**config.mk**
```make
export PLATFORM = sky130hd
export DESIGN_NAME = oam_dma
export DESIGN_NICKNAME = d
export VERILOG_FILES = /design/src/rtl/oam_dma.sv
export SDC_FILE = /design/constraint.sdc
export NUM_CORES = 1
export LEC_CHECK = 0
export CAP_MARGIN = 30
export CELL_PAD_IN_SITES_DETAIL_PLACEMENT = 1
export CELL_PAD_IN_SITES_GLOBAL_PLACEMENT = 1
export CORE_UTILIZATION = 38
export CTS_BUF_LIST = sky130_fd_sc_hd__clkbuf_16
export CTS_CLUSTER_DIAMETER = 30
export DETAILED_ROUTE_END_ITERATION = 7
export PLACE_DENSITY_LB_ADDON = 0.1
export RECOVER_POWER = 100
export SYNTH_ARGS = -nofsm -noshare
export SYNTH_HDL_FRONTEND = slang
export SYNTH_SLANG_ARGS = --single-unit
```
**constraint.sdc**
```tcl
create_clock -name clk -period 2.8 [get_ports clk]
set_input_delay 0.56 -clock clk [delete_from_list [all_inputs] [get_ports clk]]
set_output_delay 0.56 -clock clk [all_outputs]
set_load 0.005 [all_outputs]
```
**src/rtl/oam_dma.sv**
```systemverilog
// oam_dma: sprite OAM DMA engine.
// Halts the CPU, then copies XFER_LEN bytes from CPU page {page,8'h00} into
// the PPU OAMDATA register through the PPU CPU-register port.
// Build option: define DMA_ALIGN_EN to align the first read to an even
// (get) cycle. When it is undefined, HALT always proceeds straight to READ.
module oam_dma #(
    parameter int unsigned XFER_LEN     = 256,
    parameter logic [2:0]  OAMDATA_ADDR = 3'd4
) (
    input  logic        clk,
    input  logic        rst,
    input  logic        start,
    input  logic [7:0]  page,
    output logic [15:0] mem_addr,
    output logic        mem_rd,
    input  logic [7:0]  mem_data_i,
    output logic        ppu_cs,
    output logic        ppu_rw,
    output logic [2:0]  ppu_addr,
    output logic [7:0]  ppu_data_o,
    output logic        halt,
    output logic        done
);

    localparam int unsigned IDX_W = $clog2(XFER_LEN);
    localparam logic [IDX_W-1:0] IDX_LAST = IDX_W'(XFER_LEN - 1);

    typedef enum logic [2:0] {
        S_IDLE,
        S_HALT,
        S_ALIGN,
        S_READ,
        S_WRITE
    } state_t;

    state_t           state;
    state_t           state_nxt;
    logic [IDX_W-1:0] idx;
    logic [7:0]       page_q;
    logic [15:0]      addr_hold;
    logic [7:0]       data_hold;
    logic             done_q;
    logic             last_write;
    logic [15:0]      rd_addr;

`ifdef DMA_ALIGN_EN
    logic cyc_odd;

    // Free-running get/put parity, counting from reset.
    always_ff @(posedge clk or posedge rst) begin
        if (rst) begin
            cyc_odd <= 1'b0;
        end else begin
            cyc_odd <= ~cyc_odd;
        end
    end
`endif

    assign last_write = (state == S_WRITE) && (idx == IDX_LAST);
    // High byte is always the latched page; the index never carries into it.
    assign rd_addr    = {page_q, 8'(idx)};

    // State register.
    always_ff @(posedge clk or posedge rst) begin
        if (rst) begin
            state <= S_IDLE;
        end else begin
            state <= state_nxt;
        end
    end

    // Transfer bookkeeping: page latch, byte index, held bus values, done pulse.
    always_ff @(posedge clk or posedge rst) begin
        if (rst) begin
            idx       <= '0;
            page_q    <= '0;
            addr_hold <= '0;
            data_hold <= '0;
            done_q    <= 1'b0;
        end else begin
            done_q <= last_write;
            if (state == S_IDLE && start) begin
                page_q <= page;
                idx    <= '0;
            end
            if (state == S_READ) begin
                addr_hold <= rd_addr;
            end
            if (state == S_WRITE) begin
                data_hold <= mem_data_i;
                idx       <= last_write ? '0 : idx + IDX_W'(1);
            end
        end
    end

    // Next-state logic.
    always_comb begin
        state_nxt = state;
        case (state)
            S_IDLE: begin
                if (start) begin
                    state_nxt = S_HALT;
                end
            end
            S_HALT: begin
`ifdef DMA_ALIGN_EN
                state_nxt = cyc_odd ? S_READ : S_ALIGN;
`else
                state_nxt = S_READ;
`endif
            end
`ifdef DMA_ALIGN_EN
            S_ALIGN: begin
                state_nxt = S_READ;
            end
`endif
            S_READ: begin
                state_nxt = S_WRITE;
            end
            S_WRITE: begin
                state_nxt = last_write ? S_IDLE : S_READ;
            end
            default: begin
                state_nxt = S_IDLE;
            end
        endcase
    end

    // Output decode from the registered state; start never reaches an output
    // combinationally. Read data passes straight through to the PPU in WRITE.
    always_comb begin
        mem_rd     = 1'b0;
        mem_addr   = addr_hold;
        ppu_cs     = 1'b0;
        ppu_rw     = 1'b1;
        ppu_addr   = '0;
        ppu_data_o = data_hold;
        case (state)
            S_READ: begin
                mem_rd   = 1'b1;
                mem_addr = rd_addr;
            end
            S_WRITE: begin
                ppu_cs     = 1'b1;
                ppu_rw     = 1'b0;
                ppu_addr   = OAMDATA_ADDR;
                ppu_data_o = mem_data_i;
            end
            default: begin
            end
        endcase
    end

    assign halt = (state != S_IDLE);
    assign done = done_q;

endmodule

```
### Word-level counts from Yosys, hierarchy flattened

Cells that the tools add are included.

| storage, ports and cells | value |
|---|---|
| bits of input ports | 19 |
| register bits after elaboration | 44 |
| output and inout bits | 32 |
| word-level logic and storage cells | 29 |

| cells by class | value |
|---|---|
| reduce and logical (&&, ||, !) cells | 5 |
| equal/unequal tests | 5 |
| multiplexer cells | 12 |
| add/subtract/negate cells | 1 |

Operators by type and width:

| cell | count |
|---|---|
| $mux 8 | 4 |
| $mux 16 | 1 |
| $pmux 3 s4 | 1 |
| $add 8x1->8 const B | 1 |
| $eq 8x8->1 const B | 1 |
| $mux 3 | 2 |
| $eq 3x1->1 const B | 1 |
| $eq 3x2->1 const B | 1 |
| $eq 3x3->1 const B | 1 |
| $logic_not 3->1 | 1 |
| $mux 1 | 3 |
| $reduce_bool 3->1 | 1 |
| $logic_and 1x1->1 | 2 |
| $mux 2 | 1 |
| $ne 2x2->1 const B | 1 |
| $reduce_bool 2->1 | 1 |

### Depth between registers and ports, before layout

Gate-level depths: netlist (run 1).

| logic depth | value |
|---|---|
| word-level depth | 4 |
| depth in mapped cells | 7 |
| depth with buffers taken out | 6 |

### Worst setup path after synthesis (run 1)

OpenSTA, ideal clock, no wires.

| path | value |
|---|---|
| kind | register to output |
| start | register state[2] |
| end | output port mem_addr[6] |
| stages on the path, launching flop included | 8 |
| path slack | 0.957 ns |
| required time | 2.240 ns |
| arrival time | 1.283 ns |
| path through | dfrtp_1 > nand2b_1 > or2_1 > buf_2 > inv_2 > buf_4 > nand2_1 > nand2_1 |

| on the way | value |
|---|---|
| longest elaborated chain between the ends | 2 |

RTL lines:

| item | line | text |
|---|---|---|
| start, declared | 36 | `state_t state;` |
| start signal, assigned | 68 | `state <= state_nxt;` |
| $eq 3x2->1 | 138 | `case (state)` |
| $mux 16 | -- |  |
| end, declared | 14 | `output logic [15:0] mem_addr,` |

No other way between the ends.

### Final worst setup path (run 1)

| path | value |
|---|---|
| start | register state[0] |
| end | output port ppu_data_o[7] |

| on the way | value |
|---|---|
| longest elaborated chain between the ends | 2 |

RTL lines:

| item | line | text |
|---|---|---|
| $eq 3x3->1 | 138 |  |
| $mux 8 | -- |  |
| end, declared | 20 | `output logic [7:0] ppu_data_o,` |

No other way between the ends.

==> out/metrics.yaml, run 1 <==
run_status:
  status: "finished, final reports clean"
detailed_routing:
  drt-initial-drc-count: 88
  drc: 0
  dr.pass1.iters: 4
  vias: 1468
  wl_mm: 4.52
  drt-wirelength-per-cell_um: 14.9
  via_per_inst: 4.83
  antenna_left: 0
logic_synthesis:
  synthAdderAreaFrac_pct: 0.675
  yosysTopAreaCell: "dfrtp_1"
  synthCells: 186
  synth_common_cells: "nand2_1, dfrtp_1, mux2_2"
  ys_seq_elements: 44
  netlist.area_leader.share_pct: 59.4
  syn-cell-area_um2: 1850
  post_synth_num_cell_types: 35
  yosysSeqAreaShare_pct: 59.4
  async_reset_ff_share_pct: 100
  synthXorXnorAreaFrac_pct: 0
  synth.area.mux_share_pct: 5.40
  synth_area_leaders: "dfrtp_1, nand2_1, mux2_2"
  synth_edf_count: 0
  yosys_warnings: 0
  synth.avg_cell_area_um2: 9.97
  yosys.area_share.simple_pct: 23.2
  synthFlopType: "dfrtp_1"
  synth-compound-area-share_pct: 6.28
  synth_top_family_by_area: "simple AND/OR/NAND/NOR gates"
  yosys.cell_count.top_type: "nand2_1"
hold_path:
  hp-class: "reg -> reg"
floorplan:
  io_pins: 51
  die_w_um: 71.9
  num_rows: 25
  core-area_um2: 4720
  die_area_um2: 5160
  die_h_um: 71.9
  start_util_pct: 39.3
global_routing:
  grt_pass1_vias: 1603
  grt_usage_pct: 19.3
  overflow: 0
  antenna_found_initial: 0
  grt_max_degree: 19
  grt_pass1_wl_mm: 7.52
sta:
  final.min_clock_period_ns: 2.65
  setup_viol: 0
  timing.fmax_mhz: 377
  grt_setup_unrepaired: "no"
  drv_slew: 0
  tightest_slew_ns: 0.941
  hold_ws_ns: 0.472
  final-hold-violation-count: 0
  fin_setup_tns_ns: 0
  post-route-period-util_pct: 94.6
  finClkSkew_ns: 0.00563
  relSlewSlack_pct: 37.3
  setup_ws_ns: 0.150
final_layout:
  antennaDiodeCount: 0
  fill_cells: 534
  drive_gt1_share_pct: 9.70
  fin_area_um2: 2550
  syn_to_final_growth_pct: 37.4
  fin_nets: 257
critical_path:
  worstSetupEndpointType: "output port"
  worstSetupPathType: "reg -> out"
  crit_required_ns: 2.24
  start_kind: "flip-flop"
  worstPathMaxFanout: 16
  worst-endpoint-arrival_ns: 2.09
clock_tree:
  numCtsBuffers: 5
  clkTransAtPathRegs_ns: 0.06
  clock_latency_ns: 0.29
  cts_repair_resize_count: 0
  cts-root-buf: "clkbuf_16"
  ctsHoldBuffers: 0
  cts_sinks: 44
  clk_path_buf_depth: 2
  postCtsSetupRepairBufs: 0
  ctsHtreeMaxLevel: 2
  cts_tree: "done"
placed_design:
  gp_congestion: 0.834
  place_area_um2: 2410
  io_buffers: 48
  place_ws_ns: 0.374
  hpwl_mm: 3.28
power:
  power_mw: 1.48
  p_leak_nw: 1.17
  power_density_nw_per_um2: 580
  ir_drop_uv: 350
flow_run:
  drv_cap: 0
[path summary, 6_finish.rpt]
check	from	to	slack (ns)	cells past startpoint
setup / recovery	state[0]	ppu_data_o[7]	0.15	6
hold / removal	addr_hold[8]	addr_hold[8]	0.47	2
setup reg to reg	state[2]	page_q[5]	0.80	3
hold reg to reg	addr_hold[8]	addr_hold[8]	0.47	2
max in group asynchronous	rst	state[1]	0.54	4
min in group asynchronous	rst	data_hold[2]	0.68	2
[placed cells by master, fill, tap and decap left out, drive strengths merged, types with 3 or more instances in the layout]
| cell type | Yosys | layout |
|---|---|---|
| a21oi | 3 | 3 |
| mux2 | 8 | 8 |
| inv | 6 | 5 |
| dlygate4sd3 | 0 | 16 |
| dfrtp | 44 | 44 |
| o21ai | 9 | 9 |
| clkdlybuf4s50 | 0 | 32 |
| nor2 | 5 | 5 |
| clkbuf | 2 | 8 |
| nand2 | 77 | 77 |
[critical path: stages (launching register included)]
cell and delay (ns):
dfrtp_1 0.41, nor2_1 0.16, and2_2 0.33, inv_4 0.14
nand2_1 0.09, nand2_1 0.07, dlygate4sd3_1 0.60
[final cells by class]
type / count / area [um^2] / area share [%]
multi-input combinational: 127 / 646 / 25.3
clock inverter: 2 / 60.1 / 2.36
timing repair buffer: 53 / 507 / 19.9
inverter: 6 / 25.0 / 0.982
tap: 67 / 83.8 / 3.29
clock buffer: 5 / 125 / 4.91
sequential: 44 / 1100 / 43.2
[sequential cells by signal, summed over array words and instances, names as in the netlist]
signal     flops
state          3
idx            8
data_hold      8
page_q         8
addr_hold     16
done           1
[layer usage]
metal	part of all wire, %	vias up	GRT usage [%]
li1	-	694	-
met1	42	739	22.9
met2	54	27	34.7
met3	2.5	8	3.38
met4	1.9	0	7.84
met5	0	-	0
[through the flow]
step | utilization, % | std cells
after floorplan | - | 187
after global placement | 50.5 | 296
after detailed placement | 51.1 | 297
after CTS | 55.0 | 304
after global routing | 53.9 | 304
final | 53.9 | 304
[where the power goes]
part | internal [mW] | switching [mW] | leakage, nW | total [mW]
Clock | 0.506 | 0.229 | 0.0899 | 0.735
Combinational | 0.0478 | 0.0345 | 0.550 | 0.0823
Sequential | 0.653 | 0.00644 | 0.534 | 0.660
Total | 1.21 | 0.270 | 1.17 | 1.48
[cell families after synthesis]
kind of cell	after synthesis
multiplexers	9
AND/OR/NAND/NOR	96
flip-flops	44
AO/OA/AOI/OAI	19
adder cells (fa/ha/maj)	1
other	1
buffers and inverters	16
Power figures use the tool's default switching activity.
==> run 2, diff against run 1 <==
--- a/config.mk
+++ b/config.mk
@@ -8,6 +8,7 @@
 export CAP_MARGIN = 30
 export CELL_PAD_IN_SITES_DETAIL_PLACEMENT = 1
 export CELL_PAD_IN_SITES_GLOBAL_PLACEMENT = 1
+export CORE_MARGIN = 2
 export CORE_UTILIZATION = 38
 export CTS_BUF_LIST = sky130_fd_sc_hd__clkbuf_16
 export CTS_CLUSTER_DIAMETER = 30
==> run 2 against run 1 <==
Against the previous run: the run now ends with max-capacitance violations, max-slew violations left; clock power is 26% lower; maximum frequency is essentially flat; sequential power about the same; power is 13% lower; cell count decreased by 0.66%; register-to-register slack gained 0.06 ns; sequential cell count unchanged; wire length decreased by 4.2%; design area down 2.3%; non-clock buffer count shrank 3; worst setup slack better by 0.0019 ns.
==> out/metrics.yaml, run 2 (same netlist as run 1, synthesis figures left out) <==
run_status:
  status: "finished, violations left"
  violations: "max-capacitance violations, max-slew violations"
floorplan:
  io_pins: 51  # unchanged
  die_area_um2: 5450  # +5.6%
  start_util_pct: 39.3  # unchanged
  die_w_um: 73.9  # +2.8%
  num_rows: 25  # unchanged
  core-area_um2: 4720  # unchanged
  die_h_um: 73.9  # +2.8%
critical_path:
  critPathBufInv: 2  # unchanged
  reg2regPathDepth: 3  # unchanged
  cp_num_cells: 6  # unchanged
  cp_top_family: "buffers and inverters"
  worstSetupEndpointType: "output port"
  worst_path_largest_cell_delay_ns: 0.57  # -0.03 ns
  slowest_stage: "dlygate4sd3_1"
  crit_required_ns: 2.24  # about the same
  worstPathMaxFanout: 17  # +1
  crit_top_cell: "nand2_1"
  worstSetupPathType: "reg -> out"
  worstPathCellList: "nand2b_1 > or2_0 > clkinv_2 > nand2_1 > nand2_1 > dlygate4sd3_1"
  worst-endpoint-arrival_ns: 2.09  # about the same
  start_kind: "flip-flop"
sta:
  setup_viol: 0  # unchanged
  tightest_slew_ns: 1.67  # +0.730 ns
  finClkSkew_ns: 0.00545  # -0.000173 ns
  drv_slew: 45  # +45
  final.min_clock_period_ns: 2.65  # -0.00189 ns
  final-hold-violation-count: 0  # unchanged
  fin_setup_tns_ns: 0  # unchanged
  relSlewSlack_pct: -11.5  # -49 points
  grt_setup_unrepaired: "no"
  post-route-period-util_pct: 94.6  # about the same
  timing.fmax_mhz: 378  # about the same
final_layout:
  fin_area_um2: 2490  # -2.3%
  top_register: "addr_hold"
  drive_gt1_share_pct: 8.94  # -0.77 points
  syn_to_final_growth_pct: 34.2
  final_cell_mix: "nand2_1, dfrtp_1, clkdlybuf4s50_1"
  final_common_cell: "nand2_1"
  antennaDiodeCount: 0  # unchanged
  largest_reg_flops: 16  # unchanged
  fin_nets: 254  # -1.2%
power:
  comb_power_share_pct: 6.2  # +0.6 points
  power_switching_share_pct: 20.4  # +2.2 points
  power_frac_clock_pct: 42.4  # -7.4 points
  ir_drop_uv: 391  # +12%
  power.share.sequential_pct: 51.4  # +6.7 points
  power_density_nw_per_um2: 515  # -11%
  p_switching_mw: 0.262  # -3.0%
  power_mw: 1.28  # -13%
  p_leak_nw: 1.17  # -0.56%
  intPower_mw: 1.02  # -15%
global_routing:
  grt_max_degree: 45  # +26
  grt_pass1_vias: 1633  # +1.9%
  grt_usage_pct: 17.9  # -1.5 points
  antenna_found_initial: 0  # unchanged
  overflow: 0  # unchanged
  grt_pass1_wl_mm: 7.38  # -1.9%
detailed_routing:
  dr.pass1.iters: 4  # unchanged
  drc: 0  # unchanged
  via_per_inst: 4.87  # +0.87%
  drt-wirelength-per-cell_um: 14.3  # -3.6%
  antenna_left: 0  # unchanged
  vias: 1471  # +0.20%
  wl_mm: 4.33  # -4.2%
  drt-initial-drc-count: 32  # -64%
clock_tree:
  ctsHtreeMaxLevel: 2  # unchanged
  clkTransAtPathRegs_ns: 0.06  # about the same
  ctsHoldBuffers: 0  # unchanged
  clock_latency_ns: 0.28  # about the same
  cts_sinks: 44  # unchanged
  cts_tree: "done"
  clk_path_buf_depth: 2  # unchanged
  numCtsBuffers: 5  # unchanged
  cts-root-buf: "clkbuf_16"
  postCtsSetupRepairBufs: 0  # unchanged
placed_design:
  place_area_um2: 2370  # -1.8%
  hpwl_mm: 3.14  # -4.3%
  gp_congestion: 0.806  # -3.3%
  io_buffers: 48  # unchanged
hold_path:
  holdPathStages: 2  # unchanged
  hp-class: "reg -> reg"
flow_run:
  drv_cap: 1  # +1
run 2: cell count changes in the layout (fill, tap and decap cells not counted), sizes merged:
cell	change
bufinv	-2
clkbuf	-3
clkdlybuf4s50	-7
clkinv	+1
dlygate4sd3	+7
inv	+2
run 2: final cells by class:
| type | count | area (um^2) |
|---|---|---|
| repair buffers | 50 | 495 |
| flip-flops and latches | 44 | 1100 |
| multi-input cells | 127 | 646 |
| clock buffers | 5 | 125 |
| inverters | 6 | 26.3 |
| well taps | 67 | 83.8 |
| fillers | 524 | 2230 |
| clock inverters | 3 | 11.3 |
run 2: repair_timing:
item | 4_1_cts | 5_1_grt
endpoints found under the setup margin | 0 | 9
gates resized for setup | 0 | 2
endpoints found under the hold margin | 0 | 0
run 2: through the flow:
step / utilization [%] / hold slack, ns / cells / worst slack [ns]
after floorplan: - / 0.462 / 187 / 0.957
after global placement: 50.2 / 0.452 / 294 / 0.444
after detailed placement: 50.2 / 0.457 / 294 / 0.336
after CTS: 53.1 / 0.472 / 302 / 0.0357
after global routing: 52.7 / 0.497 / 302 / 0.0295
final: 52.7 / 0.461 / 302 / 0.152
run 2: path summary, 6_finish.rpt:
kind / slack (ns) / end / from
max: 0.15 / mem_addr[3] / state[2]
min reg2reg: 0.46 / data_hold[4] / data_hold[4]
min in group asynchronous: 1.24 / addr_hold[6] / rst
max reg2reg: 0.86 / page_q[6] / state[2]
min: 0.46 / data_hold[4] / data_hold[4]
max in group asynchronous: 0.58 / data_hold[3] / rst
run 2: per-layer routing:
| metal | up-vias | global-route usage [%] | part of all wire (%) |
|---|---|---|---|
| met5 | - | 0 | 0 |
| met4 | 0 | 5.66 | 1.4 |
| met3 | 8 | 5.35 | 4.2 |
| met1 | 739 | 21.6 | 43 |
| met2 | 30 | 30.6 | 52 |
| li1 | 694 | - | - |
run 2: worst reg2reg max path, cell delays in order, from the launching register on:
cell,delay [ns]
dfrtp_1,0.42
or3_4,0.41
nor2_1,0.59
mux2_2,0.41
run 2: power by group through the flow:
stage	registers (mW)	clock network, mW	logic, mW
3_3_place_gp	0.670	0	0.0828
4_1_cts	0.660	0.563	0.0866
2_1_floorplan	0.669	0	0.0313
6_report	0.660	0.544	0.0790
5_1_grt	0.661	0.585	0.0897
3_5_place_dp	0.671	0	0.0859
==> run 3, diff against run 2 <==
--- a/config.mk
+++ b/config.mk
@@ -18,3 +18,4 @@
 export SYNTH_ARGS = -nofsm -noshare
 export SYNTH_HDL_FRONTEND = slang
 export SYNTH_SLANG_ARGS = --single-unit
+export TNS_END_PERCENT = 10
==> results of run 3 <==
Same layout as run 2: the final DEF is identical, and so are final timing and power.
